<file path="src/rtl/pipeline_hazard_ctrl.sv">
// Central stall/flush controller for the five-stage pipeline with caches.
// Resolves load-use hazards, execute-stage redirects and I/D cache misses,
// and keeps wrapping counters of stalled fetch cycles and accepted redirects.
module pipeline_hazard_ctrl #(
   parameter int REG_ADDR_WIDTH = 5,
   parameter int CNT_WIDTH      = 32
) (
   input  logic                      clk,
   input  logic                      rst,
   input  logic [REG_ADDR_WIDTH-1:0] Rs1_d,
   input  logic [REG_ADDR_WIDTH-1:0] Rs2_d,
   input  logic                      valid_d,
   input  logic [REG_ADDR_WIDTH-1:0] Rd_e,
   input  logic                      RegWrite_e,
   input  logic [1:0]                ResultSrc_e,
   input  logic                      valid_e,
   input  logic                      PCSrc_e,
   input  logic                      imiss,
   input  logic                      imiss_done,
   input  logic                      dmiss,
   input  logic                      dmiss_done,
   output logic                      en_pc,
   output logic                      en_fd,
   output logic                      en_de,
   output logic                      en_em,
   output logic                      en_mw,
   output logic                      flush_n_fd,
   output logic                      flush_n_de,
   output logic [CNT_WIDTH-1:0]      stall_cnt,
   output logic [CNT_WIDTH-1:0]      flush_cnt
);

   typedef enum logic [1:0] {
      S_RUN,
      S_DMISS,
      S_IMISS,
      S_IMISS_REDIR
   } state_t;

   localparam logic [CNT_WIDTH-1:0] CNT_ONE = CNT_WIDTH'(1);

   state_t               state_q, state_d;
   logic [CNT_WIDTH-1:0] stall_cnt_q, stall_cnt_d;
   logic [CNT_WIDTH-1:0] flush_cnt_q, flush_cnt_d;

   logic load_use;
   logic redirect_req;
   logic redirect_acc;
   logic freeze;
   logic front_miss;

   // Hazard detection terms derived straight from the stage contents.
   always_comb begin
      load_use     = valid_e & RegWrite_e & (ResultSrc_e == 2'b01) &
                     (Rd_e != '0) & valid_d &
                     ((Rd_e == Rs1_d) | (Rd_e == Rs2_d));
      redirect_req = PCSrc_e & valid_e;
      freeze       = dmiss | (state_q == S_DMISS);
      front_miss   = (state_q == S_IMISS) | (state_q == S_IMISS_REDIR);
   end

   // Next-state and zero-latency enable/flush outputs, highest priority first.
   always_comb begin
      en_pc        = 1'b1;
      en_fd        = 1'b1;
      en_de        = 1'b1;
      en_em        = 1'b1;
      en_mw        = 1'b1;
      flush_n_fd   = 1'b1;
      flush_n_de   = 1'b1;
      redirect_acc = 1'b0;
      state_d      = state_q;

      if (rst) begin
         en_pc      = 1'b0;
         en_fd      = 1'b0;
         en_de      = 1'b0;
         en_em      = 1'b0;
         en_mw      = 1'b0;
         flush_n_fd = 1'b0;
         flush_n_de = 1'b0;
         state_d    = S_RUN;
      end else if (freeze) begin
         // Whole pipe frozen until the data refill completes.
         en_pc   = 1'b0;
         en_fd   = 1'b0;
         en_de   = 1'b0;
         en_em   = 1'b0;
         en_mw   = 1'b0;
         state_d = dmiss_done ? S_RUN : S_DMISS;
      end else if (redirect_req) begin
         // PC takes the target; the two younger slots are wrong-path.
         redirect_acc = 1'b1;
         flush_n_fd   = 1'b0;
         flush_n_de   = 1'b0;
         if (front_miss) begin
            en_fd   = imiss_done;
            state_d = imiss_done ? S_RUN : S_IMISS_REDIR;
         end else begin
            // A fetch miss already in flight is for the old path.
            state_d = (imiss & ~imiss_done) ? S_IMISS_REDIR : S_RUN;
         end
      end else if (load_use) begin
         en_pc      = 1'b0;
         en_fd      = 1'b0;
         flush_n_de = 1'b0;
         // Do not lose a refill completion that lands on a bubble cycle.
         if (front_miss && imiss_done) begin
            state_d = S_RUN;
         end
      end else if (front_miss) begin
         if (imiss_done) begin
            // Fetch data from a miss issued before a redirect is discarded.
            flush_n_fd = (state_q != S_IMISS_REDIR);
            state_d    = S_RUN;
         end else begin
            en_pc      = 1'b0;
            en_fd      = 1'b0;
            flush_n_de = 1'b0;
         end
      end else if (imiss) begin
         en_pc      = 1'b0;
         en_fd      = 1'b0;
         flush_n_de = 1'b0;
         state_d    = imiss_done ? S_RUN : S_IMISS;
      end
   end

   // Performance counters: fetch-stall cycles and accepted redirects, wrapping.
   always_comb begin
      stall_cnt_d = stall_cnt_q;
      flush_cnt_d = flush_cnt_q;
      if (rst) begin
         stall_cnt_d = '0;
         flush_cnt_d = '0;
      end else begin
         if (!en_fd) begin
            stall_cnt_d = stall_cnt_q + CNT_ONE;
         end
         if (redirect_acc) begin
            flush_cnt_d = flush_cnt_q + CNT_ONE;
         end
      end
   end

   // State and counter registers.
   always_ff @(posedge clk) begin
      state_q     <= state_d;
      stall_cnt_q <= stall_cnt_d;
      flush_cnt_q <= flush_cnt_d;
   end

   assign stall_cnt = stall_cnt_q;
   assign flush_cnt = flush_cnt_q;

endmodule
</file>
<file path="config.mk">
export PLATFORM = sky130hd
export DESIGN_NAME = pipeline_hazard_ctrl
export DESIGN_NICKNAME = d
export VERILOG_FILES = /design/src/rtl/pipeline_hazard_ctrl.sv
export SDC_FILE = /design/constraint.sdc
export NUM_CORES = 1
export LEC_CHECK = 0
export CAP_MARGIN = 10
export CORE_MARGIN = 2
export CORE_UTILIZATION = 30
export CTS_BUF_LIST = sky130_fd_sc_hd__clkbuf_16
export DETAILED_ROUTE_END_ITERATION = 16
export DONT_BUFFER_PORTS = 1
export PLACE_DENSITY = 0.52
export SETUP_SLACK_MARGIN = 0.02
export SLEW_MARGIN = 15
export SYNTH_ARGS = -nofsm -noshare
export SYNTH_HDL_FRONTEND = slang
export SYNTH_SLANG_ARGS = --single-unit
</file>
<file path="constraint.sdc">
create_clock -name clk -period 2.9 [get_ports clk]
set_clock_uncertainty 0.05 [all_clocks]
set_input_delay 0.435 -clock clk [delete_from_list [all_inputs] [get_ports clk]]
set_output_delay 0.435 -clock clk [all_outputs]
set_load 0.01 [all_outputs]
</file>
==> flow_metrics.py, run 1 <==
metrics = {
    "run_status": {
        "status": "completed",
    },
    "global_routing": {
        "antenna_found_initial": 0,
        "grt_pass1_wl_um": 13900,
        "grt_pass1_vias": 2808,
        "track_usage": 0.1382,
        "grt_use_met2": 0.2258,
        "top_usage_layer": "met2",
        "grt_max_degree": 74,
        "gr-usage-met1": 0.1661,
        "grt_overflow": 0,
        "grtUsageMet3": 0.05303,
    },
    "yosys": {
        "synth_edf_count": 0,
        "synth_area_leaders": "dfxtp_1 (39%), xnor2_1 (6.9%), a21oi_1 (5.1%)",
        "ys_types": 44,
        "yosys.area.top_type": "dfxtp_1",
        "syn_nets": 445,
        "ys_seq_area_frac": 0.3861,
        "synth-seq-cells": 66,
        "netlist_area_um2": 3422,
        "syn_avg_cell_area_um2": 8.226,
        "synth_cells": 416,
        "synth-main-ff-cell": "dfxtp_1",
        "netlist.area_leader.share": 0.3861,
        "yosys_warnings": 0,
        "async_reset_ff_frac": 0,
    },
    "layout": {
        "nFillCells": 1157,
        "antenna_cells": 0,
        "mostFrequentLayoutCell": "dfxtp_1",
        "nets": 437,
        "drive_gt1_frac": 0.07506,
        "seq_area_um2": 1321,
        "areaGrowthSynthToFinish_pct": 12.07,
        "multiInputGateArea_um2": 1934,
        "most-common-layout-cells": "dfxtp_1 (66), nor2_1 (38), a21oi_1 (35)",
    },
    "sta": {
        "fin_crit_sh": 0.8728,
        "layout_min_cycle_time_ps": 2531,
        "finalMaxSlewViolations": 0,
        "rsz0062_at_grt": "no",
        "worstMarginPinSlew_ps": 544.5,
        "setup-tns-final_ps": 0,
        "slew_headroom": 0.6319,
        "hold_viol_final": 0,
        "clock.fmax_ghz": 0.3951,
        "setup_viol": 0,
    },
    "critical_path": {
        "path_cells": "o31ai_1, nand2_1, o21ai_2, buf_12",
        "startpoint_type": "flip-flop",
        "critPathBufInv": 1,
        "path_max_fanout": 44,
        "critPathTopFamily": "compound AO/OA/AOI/OAI gates",
        "critical_path_class": "flip-flop to output port",
        "r2r-end": "stall_cnt[31]",
        "slowest_delay_ps": 480,
        "cp_num_cells": 4,
        "endpoint_kind": "output port",
        "r2r_start": "stall_cnt[2]",
        "cp_data_arrival_time_ps": 2050,
        "reg2reg_slack_ps": 540,
        "reg2reg_depth": 6,
        "required_ps": 2410,
        "crit_slowest_cell": "o31ai_1",
    },
    "detailed_routing": {
        "ant_nets": 0,
        "dr_total_vias": 3009,
        "drtIter0Drc": 124,
        "dr.pass1.iters": 4,
        "vias_per_cell": 5.412,
        "drc": 0,
        "wire_per_inst_um": 15.31,
        "postRouteWirelength_um": 8513,
    },
    "power_and_ir_drop": {
        "p_total_mw": 2.162,
        "power.density_nw_per_um2": 563.7,
        "p_leak_nw": 1.186,
        "ir_drop_v": 0.0002103,
    },
    "place": {
        "dp_hpwl_um": 5914,
        "gp_congestion": 0.7619,
        "portBuffers": 0,
    },
    "cts": {
        "cts_tree": "yes",
        "clock_sinks": 66,
        "clock_path_buffers": 2,
        "numCtsBuffers": 9,
        "worstSkewPairLatency_ps": 330,
        "htree_levels": 3,
        "hold_buffers": 0,
        "ctsResizeCount": 0,
        "post_cts_buffers": 0,
        "path_clk_slew_ps": 50,
        "clockRootBuffer": "clkbuf_16",
    },
    "hold_path": {
        "min_from": "rst",
        "holdPathEnd": "flush_cnt[8]",
        "holdPathStages": 1,
        "hp-class": "input pin to flip-flop",
    },
    "floorplanning": {
        "die_x_um": 110.8,
        "core_um2": 11270,
        "placementRows": 39,
        "io_pins": 98,
        "die-area_um2": 12280,
        "initial_core_util": 0.3036,
        "die_h_um": 110.8,
    },
    "job": {
        "drv_cap": 0,
    },
}
==> registers in the layout, indices dropped and copies added (netlist names) <==
name	count
flush_cnt	32
stall_cnt	32
state_q	2
==> metrics by stage <==
step                area, um2  std cells  utilization  setup slack, ps  hold WS, ps
CTS                      3835        556       0.3402            325.7        111.4
global route             3835        556       0.3402            178.3        103.0
global placement         3526        540       0.3128            558.4        459.7
finish                   3835        556       0.3402            368.9        126.8
floorplan                3422        416            -            637.3        439.5
detailed placement       3526        540       0.3128            569.6        460.7
==> Yosys cell counts (2+ instances only) <==
library cell and n:
o211ai_1 3, nor3_1 13, inv_1 15, nand3_1 17, a21oi_1 35, dfxtp_1 66
nor2_1 38, and4b_1 2, o22ai_1 2, buf_4 6, and3_1 9, o21ai_0 23
nor4_1 4, nor3b_1 2, o31ai_1 13, nor2b_1 5, and4_1 5, xor2_1 9
or3_1 21, nand4_1 11, o2111ai_1 3, nand2_1 31, clkbuf_1 12, nand2b_1 4
or2_2 3, buf_2 4, or4_1 15, xnor2_1 27, mux2i_1 2, ha_1 2
==> metal layers <==
layer | vias to the layer above | share of wire | wire (um)
li1 | 1494 | - | -
met1 | 1417 | 0.46 | 3882
met2 | 92 | 0.46 | 3950
met3 | 6 | 0.072 | 613
met4 | 0 | 0.0078 | 66
met5 | - | 0 | 0
==> cell families (layout without fill, tap and decap cells) <==
family | count (synthesis) | in the layout | synth area share
buf+inv | 37 | 34 | 0.04863
compound gates | 86 | 86 | 0.1550
flops | 66 | 66 | 0.3861
xor+xnor | 36 | 36 | 0.09214
fa+ha+maj | 2 | 2 | 0.007311
simple gates | 186 | 186 | 0.3016
mux | 3 | 3 | 0.009141
==> layout make-up <==
type / count / area share
Clock inverter: 7 / 0.02186
Timing Repair Buffer: 3 / 0.009135
Inverter: 15 / 0.01468
Multi-Input combinational cell: 313 / 0.5044
Clock buffer: 9 / 0.05873
Tap cell: 143 / 0.04666
Sequential cell: 66 / 0.3445
==> how the worst max path moves through the flow <==
stage                       from       endpoint  slack (ps)
floorplan                Rd_e[1]          en_fd         640
global placement    stall_cnt[2]  stall_cnt[31]         560
detailed placement  stall_cnt[2]  stall_cnt[31]         570
CTS                   state_q[1]          en_fd         330
global route          state_q[1]          en_fd         180
finish                state_q[1]          en_fd         370
==> report_power, final <==
part / internal [mW] / switching, mW / leakage, nW
sequential: 0.916 / 0.0171 / 0.532
combinational: 0.0391 / 0.0551 / 0.498
clock: 0.743 / 0.392 / 0.156
Power figures use the tool's default switching activity.
==> run 2: changes to the inputs <==
- DONT_BUFFER_PORTS: 1 -> not set
- PLACE_DENSITY: 0.52 -> 0.63
==> run 2 against run 1 <==
Critical path depth rose by 3. Final area is 27% higher. Utilization rose by 9.1 points. Maximum frequency shrank 6.4%. Clock power is 9% lower. Total power down 0.85%. Sequential share of layout area fell by 7.2 points. First-iteration DRC count grew 61%. Via count increased by 13%. Die area unchanged. Critical path type is now input pin to output port. Critical endpoint is now flush_n_de. Largest power group unchanged. Highest routed layer unchanged.
==> flow_metrics.py, run 2 (synthesis results as in run 1) <==
metrics = {
    "cts": {
        "worstSkewPairLatency_ps": 330,
        "numCtsBuffers": 9,
        "post_cts_buffers": 0,
        "cts_tree": "yes",
        "path_clk_slew_ps": 50,
        "clock_path_buffers": 2,
        "clockRootBuffer": "clkbuf_16",
        "hold_buffers": 0,
        "ctsResizeCount": 4,
        "htree_levels": 3,
        "clock_sinks": 66,
    },
    "sta": {
        "fin_crit_sh": 0.9323,
        "setup_viol": 0,
        "fin_ws_ps": 196.2,
        "hold_viol_final": 0,
        "finalMaxSlewViolations": 0,
        "layout_min_cycle_time_ps": 2704,
        "worstMarginPinSlew_ps": 726.9,
        "setup-tns-final_ps": 0,
        "rsz0062_at_grt": "no",
        "slew_headroom": 0.5154,
        "clock.fmax_ghz": 0.3698,
    },
    "hold_path": {
        "hp-class": "flip-flop to flip-flop",
    },
    "power_and_ir_drop": {
        "ir_drop_v": 0.0002305,
        "power.density_nw_per_um2": 441.4,
        "p_leak_nw": 1.593,
        "p_total_mw": 2.143,
    },
    "critical_path": {
        "critPathBufInv": 2,
        "path_max_fanout": 2,
        "crit_slowest_cell": "or4_1",
        "startpoint_type": "input pin",
        "required_ps": 2410,
        "critPathTopFamily": "simple AND/OR/NAND/NOR gates",
        "cp_data_arrival_time_ps": 2220,
        "endpoint_kind": "output port",
        "slowest_delay_ps": 550,
        "path_cells": "clkdlybuf4s50_1, or4_1, o211ai_2, nand2b_1, nand2_1, o22ai_1, dlygate4sd2_1",
        "critical_path_class": "input pin to output port",
    },
    "layout": {
        "post-route-util": 0.4308,
        "mostFrequentLayoutCell": "clkdlybuf4s50_1",
        "nets": 548,
        "areaGrowthSynthToFinish_pct": 41.90,
        "most-common-layout-cells": "clkdlybuf4s50_1 (92), dfxtp_1 (66), nor2_1 (38)",
        "antenna_cells": 0,
        "final_area_um2": 4856,
        "drive_gt1_frac": 0.08222,
    },
    "detailed_routing": {
        "vias_per_cell": 5.107,
        "drtIter0Drc": 200,
        "dr.pass1.iters": 4,
        "ant_nets": 0,
        "postRouteWirelength_um": 8840,
        "wire_per_inst_um": 13.27,
        "drc": 0,
        "dr_total_vias": 3401,
    },
    "place": {
        "placed_cell_area_um2": 4584,
        "dp_hpwl_um": 6332,
        "gp_congestion": 0.7631,
        "portBuffers": 97,
        "preCtsSetupSlack_ps": -79.47,
    },
    "floorplanning": {
        "die-area_um2": 12280,
        "placementRows": 39,
        "die_h_um": 110.8,
        "core_um2": 11270,
        "initial_core_util": 0.3036,
        "die_x_um": 110.8,
        "io_pins": 98,
    },
    "global_routing": {
        "grt_pass1_vias": 3284,
        "track_usage": 0.1463,
        "grt_overflow": 0,
        "antenna_found_initial": 0,
        "grt_pass1_wl_um": 15000,
        "grt_max_degree": 70,
    },
    "run_status": {
        "status": "completed",
    },
    "job": {
        "drv_cap": 0,
    },
}
run 2: cell count changes in the layout (fill, tap and decap cells not counted), moves of 2 or more:
cell | previous run | this run
buf_4 | 2 | 17
clkdlybuf4s50_1 | 0 | 92
clkinv_2 | 4 | 2
dlygate4sd2_1 | 0 | 4
inv_1 | 15 | 17
run 2: path summary, 6_finish.rpt:
kind                               startpoint       endpoint  slack [ps]  depth (start not counted)
worst max register to register   stall_cnt[2]  stall_cnt[31]         580                          6
worst min register to register  stall_cnt[31]  stall_cnt[31]         440                          2
worst max-delay path                  Rd_e[1]     flush_n_de         200                          7
worst min-delay path            stall_cnt[31]  stall_cnt[31]         440                          2
run 2: final cells by class:
| cell class | count | area [um2] |
|---|---|---|
| Multi-Input combinational cell | 313 | 1934 |
| Tap cell | 143 | 178.9 |
| Clock inverter | 6 | 51.30 |
| Clock buffer | 9 | 225.2 |
| Inverter | 15 | 56.30 |
| Sequential cell | 66 | 1321 |
| Timing Repair Buffer | 114 | 1089 |
| Fill cell | 1137 | 6416 |
run 2: report_power, final:
group	total (mW)	switching, mW	internal (mW)
Combinational	0.185	0.0912	0.0934
Sequential	0.928	0.0124	0.916
Clock	1.03	0.383	0.647
run 2: per-stage QoR:
stage / std cells / hold WS [ps]
after floorplan: 416 / 439.5
after global placement: 651 / 420.3
after detailed placement: 651 / 436.4
after CTS: 666 / 445.3
after global routing: 666 / 475.1
final: 666 / 444.5
run 2: metal layers:
layer  share of wire  wire (um)  global-route usage
met3           0.061        535             0.03827
met2            0.47       4175              0.2429
met5               0          0                   0
met1            0.45       3982              0.1780
met4           0.017        146             0.06500
run 2: worst reg2reg max path, cell delays in order (launching register included):
cell and delay (ps):
dfxtp_1 390, and3_1 210, and4_1 250, and4_1 430, o211ai_1 260, or4_1 510, a21oi_1 140
==> run 3: changes to the inputs <==
- CELL_PAD_IN_SITES_DETAIL_PLACEMENT: not set -> 1
- CELL_PAD_IN_SITES_GLOBAL_PLACEMENT: not set -> 1
- PLACE_DENSITY: 0.63 -> 0.79
==> run 3 against run 2 <==
Total power is 5.6% higher. Critical path depth stayed put. Die area stayed put. Cell count is 0.30% higher. Highest routed layer unchanged. Via count is 2.7% higher. Final area is 0.82% higher. Sequential power hardly changed. Critical path type unchanged. Flip-flop and latch count stayed put. Hold slack worse by 8.7 ps. Count of clock-buffer cells in the layout stayed put.
==> flow_metrics.py, run 3 (synthesis results as in run 1) <==
metrics = {
    "run_status": {
        "status": "completed",
    },
    "layout": {
        "most-common-layout-cells": "clkdlybuf4s50_1 (92), dfxtp_1 (66), nor2_1 (38)",
        "nets": 549,
        "drive_gt1_frac": 0.08571,
        "final_area_um2": 4896,
        "nFillCells": 1343,
        "areaGrowthSynthToFinish_pct": 43.07,
        "antenna_cells": 0,
        "post-route-util": 0.4343,
        "mostFrequentLayoutCell": "clkdlybuf4s50_1",
    },
    "cts": {
        "hold_buffers": 0,
        "path_clk_slew_ps": 60,
        "clockRootBuffer": "clkbuf_16",
        "clock_path_buffers": 2,
        "numCtsBuffers": 9,
        "htree_levels": 3,
        "worstSkewPairLatency_ps": 330,
        "cts_tree": "yes",
        "clock_sinks": 66,
    },
    "floorplanning": {
        "die_x_um": 110.8,
        "io_pins": 98,
        "initial_core_util": 0.3036,
        "placementRows": 39,
        "core_um2": 11270,
        "die-area_um2": 12280,
        "die_h_um": 110.8,
    },
    "detailed_routing": {
        "postRouteWirelength_um": 10090,
        "dr.pass1.iters": 4,
        "vias_per_cell": 5.229,
        "drtIter0Drc": 147,
        "ant_nets": 0,
        "wire_per_inst_um": 15.10,
        "dr_total_vias": 3493,
        "drc": 0,
    },
    "global_routing": {
        "track_usage": 0.1680,
        "grt_pass1_wl_um": 16990,
        "grt_max_degree": 44,
        "grt_pass1_vias": 3528,
        "antenna_found_initial": 0,
        "grt_overflow": 0,
    },
    "sta": {
        "rsz0062_at_grt": "no",
        "slew_headroom": 0.6837,
        "worstMarginPinSlew_ps": 470.5,
        "layout_min_cycle_time_ps": 2725,
        "fin_crit_sh": 0.9395,
        "hold_viol_final": 0,
        "fin_ws_ps": 175.4,
        "finalMaxSlewViolations": 0,
        "setup_viol": 0,
        "clock.fmax_ghz": 0.3670,
    },
    "place": {
        "preCtsSetupSlack_ps": -125.2,
        "gp_congestion": 0.7767,
        "portBuffers": 97,
        "placed_cell_area_um2": 4592,
        "dp_hpwl_um": 7389,
    },
    "hold_path": {
        "min_from": "stall_cnt[31]",
        "hp-class": "flip-flop to flip-flop",
        "holdPathStages": 2,
        "holdPathEnd": "stall_cnt[31]",
    },
    "power_and_ir_drop": {
        "p_comb_frac": 0.083,
        "ir_drop_v": 0.0002412,
        "p_clk_frac": 0.507,
        "switching_share": 0.2261,
        "seqPwrFrac": 0.410,
        "power.density_nw_per_um2": 462.2,
        "p_total_mw": 2.263,
        "power_switching_uw": 511.6,
        "p_leak_nw": 1.601,
        "internal_power_mw": 1.751,
    },
    "critical_path": {
        "endpoint_kind": "output port",
        "critPathBufInv": 2,
        "reg2reg_depth": 6,
        "required_ps": 2410,
        "reg2reg_slack_ps": 580,
        "r2r_start": "stall_cnt[6]",
        "path_max_fanout": 3,
        "slowest_delay_ps": 510,
        "startpoint_type": "input pin",
        "r2r-end": "stall_cnt[30]",
        "crit_slowest_cell": "or4_1",
        "critPathTopFamily": "buffers and inverters",
        "critical_path_class": "input pin to output port",
        "startpoint": "Rd_e[3]",
        "cp_num_cells": 7,
        "cp_data_arrival_time_ps": 2240,
        "path_cells": "clkdlybuf4s50_1, or4_1, o211ai_2, nand2b_1, nand2_1, a21oi_1, dlygate4sd2_1",
    },
    "job": {
        "drv_cap": 0,
    },
}
run 3: changes by cell type in the layout (fill, tap and decap cells not counted), sizes merged:
| cell | change |
|---|---|
| inv | -2 |
| bufinv | +1 |
| buf | +1 |
| clkinvlp | +1 |
| clkinv | +1 |
run 3: power groups by stage:
stage / sequential (mW) / combinational (mW) / clock, mW
5_1_grt: 0.930 / 0.206 / 1.22
3_5_place_dp: 0.948 / 0.193 / 0
4_1_cts: 0.928 / 0.191 / 1.18
3_3_place_gp: 0.947 / 0.187 / 0
6_report: 0.928 / 0.188 / 1.15
2_1_floorplan: 0.948 / 0.0950 / 0
run 3: worst max path at each step:
stage,endpoint,slack [ps]
after floorplan,en_fd,640
after global placement,en_pc,-70
after detailed placement,en_pc,-130
after CTS,en_pc,140
after global routing,flush_n_fd,40
final,en_pc,180
run 3: worst min-delay path, delay by kind of cell, from the launching register on:
kind | cells | cell delay (ps)
flops | 1 | 320
compound gates | 2 | 130
run 3: cell type report:
class                           count  area (um2)  area share
Multi-Input combinational cell    313        1934      0.3951
Sequential cell                    66        1321      0.2699
Timing Repair Buffer              115        1096      0.2239
Clock buffer                        9       225.2     0.04600
Tap cell                          143       178.9     0.03654
Clock inverter                      7       83.83     0.01712
Inverter                           15       56.30     0.01150
run 3: layer usage:
layer,vias to the layer above,GRT usage,wire length (um)
met4,0,0.06167,157
met5,-,0,0
met2,77,0.2961,5112
li1,1713,-,-
met3,9,0.05030,549
met1,1694,0.1917,4266
run 3: per-stage QoR:
step	cells	hold WS [ps]	TNS, ps
2_1_floorplan	416	439.5	0
3_3_place_gp	652	422.1	-203.1
3_5_place_dp	652	432.3	-395.1
4_1_cts	668	440.2	0
5_1_grt	668	474.1	0
6_report	668	435.7	0
run 3: repair_timing:
action	in CTS	in global routing
endpoints found under the setup margin	4	0
resized for setup	4	0
setup buffers	0	0
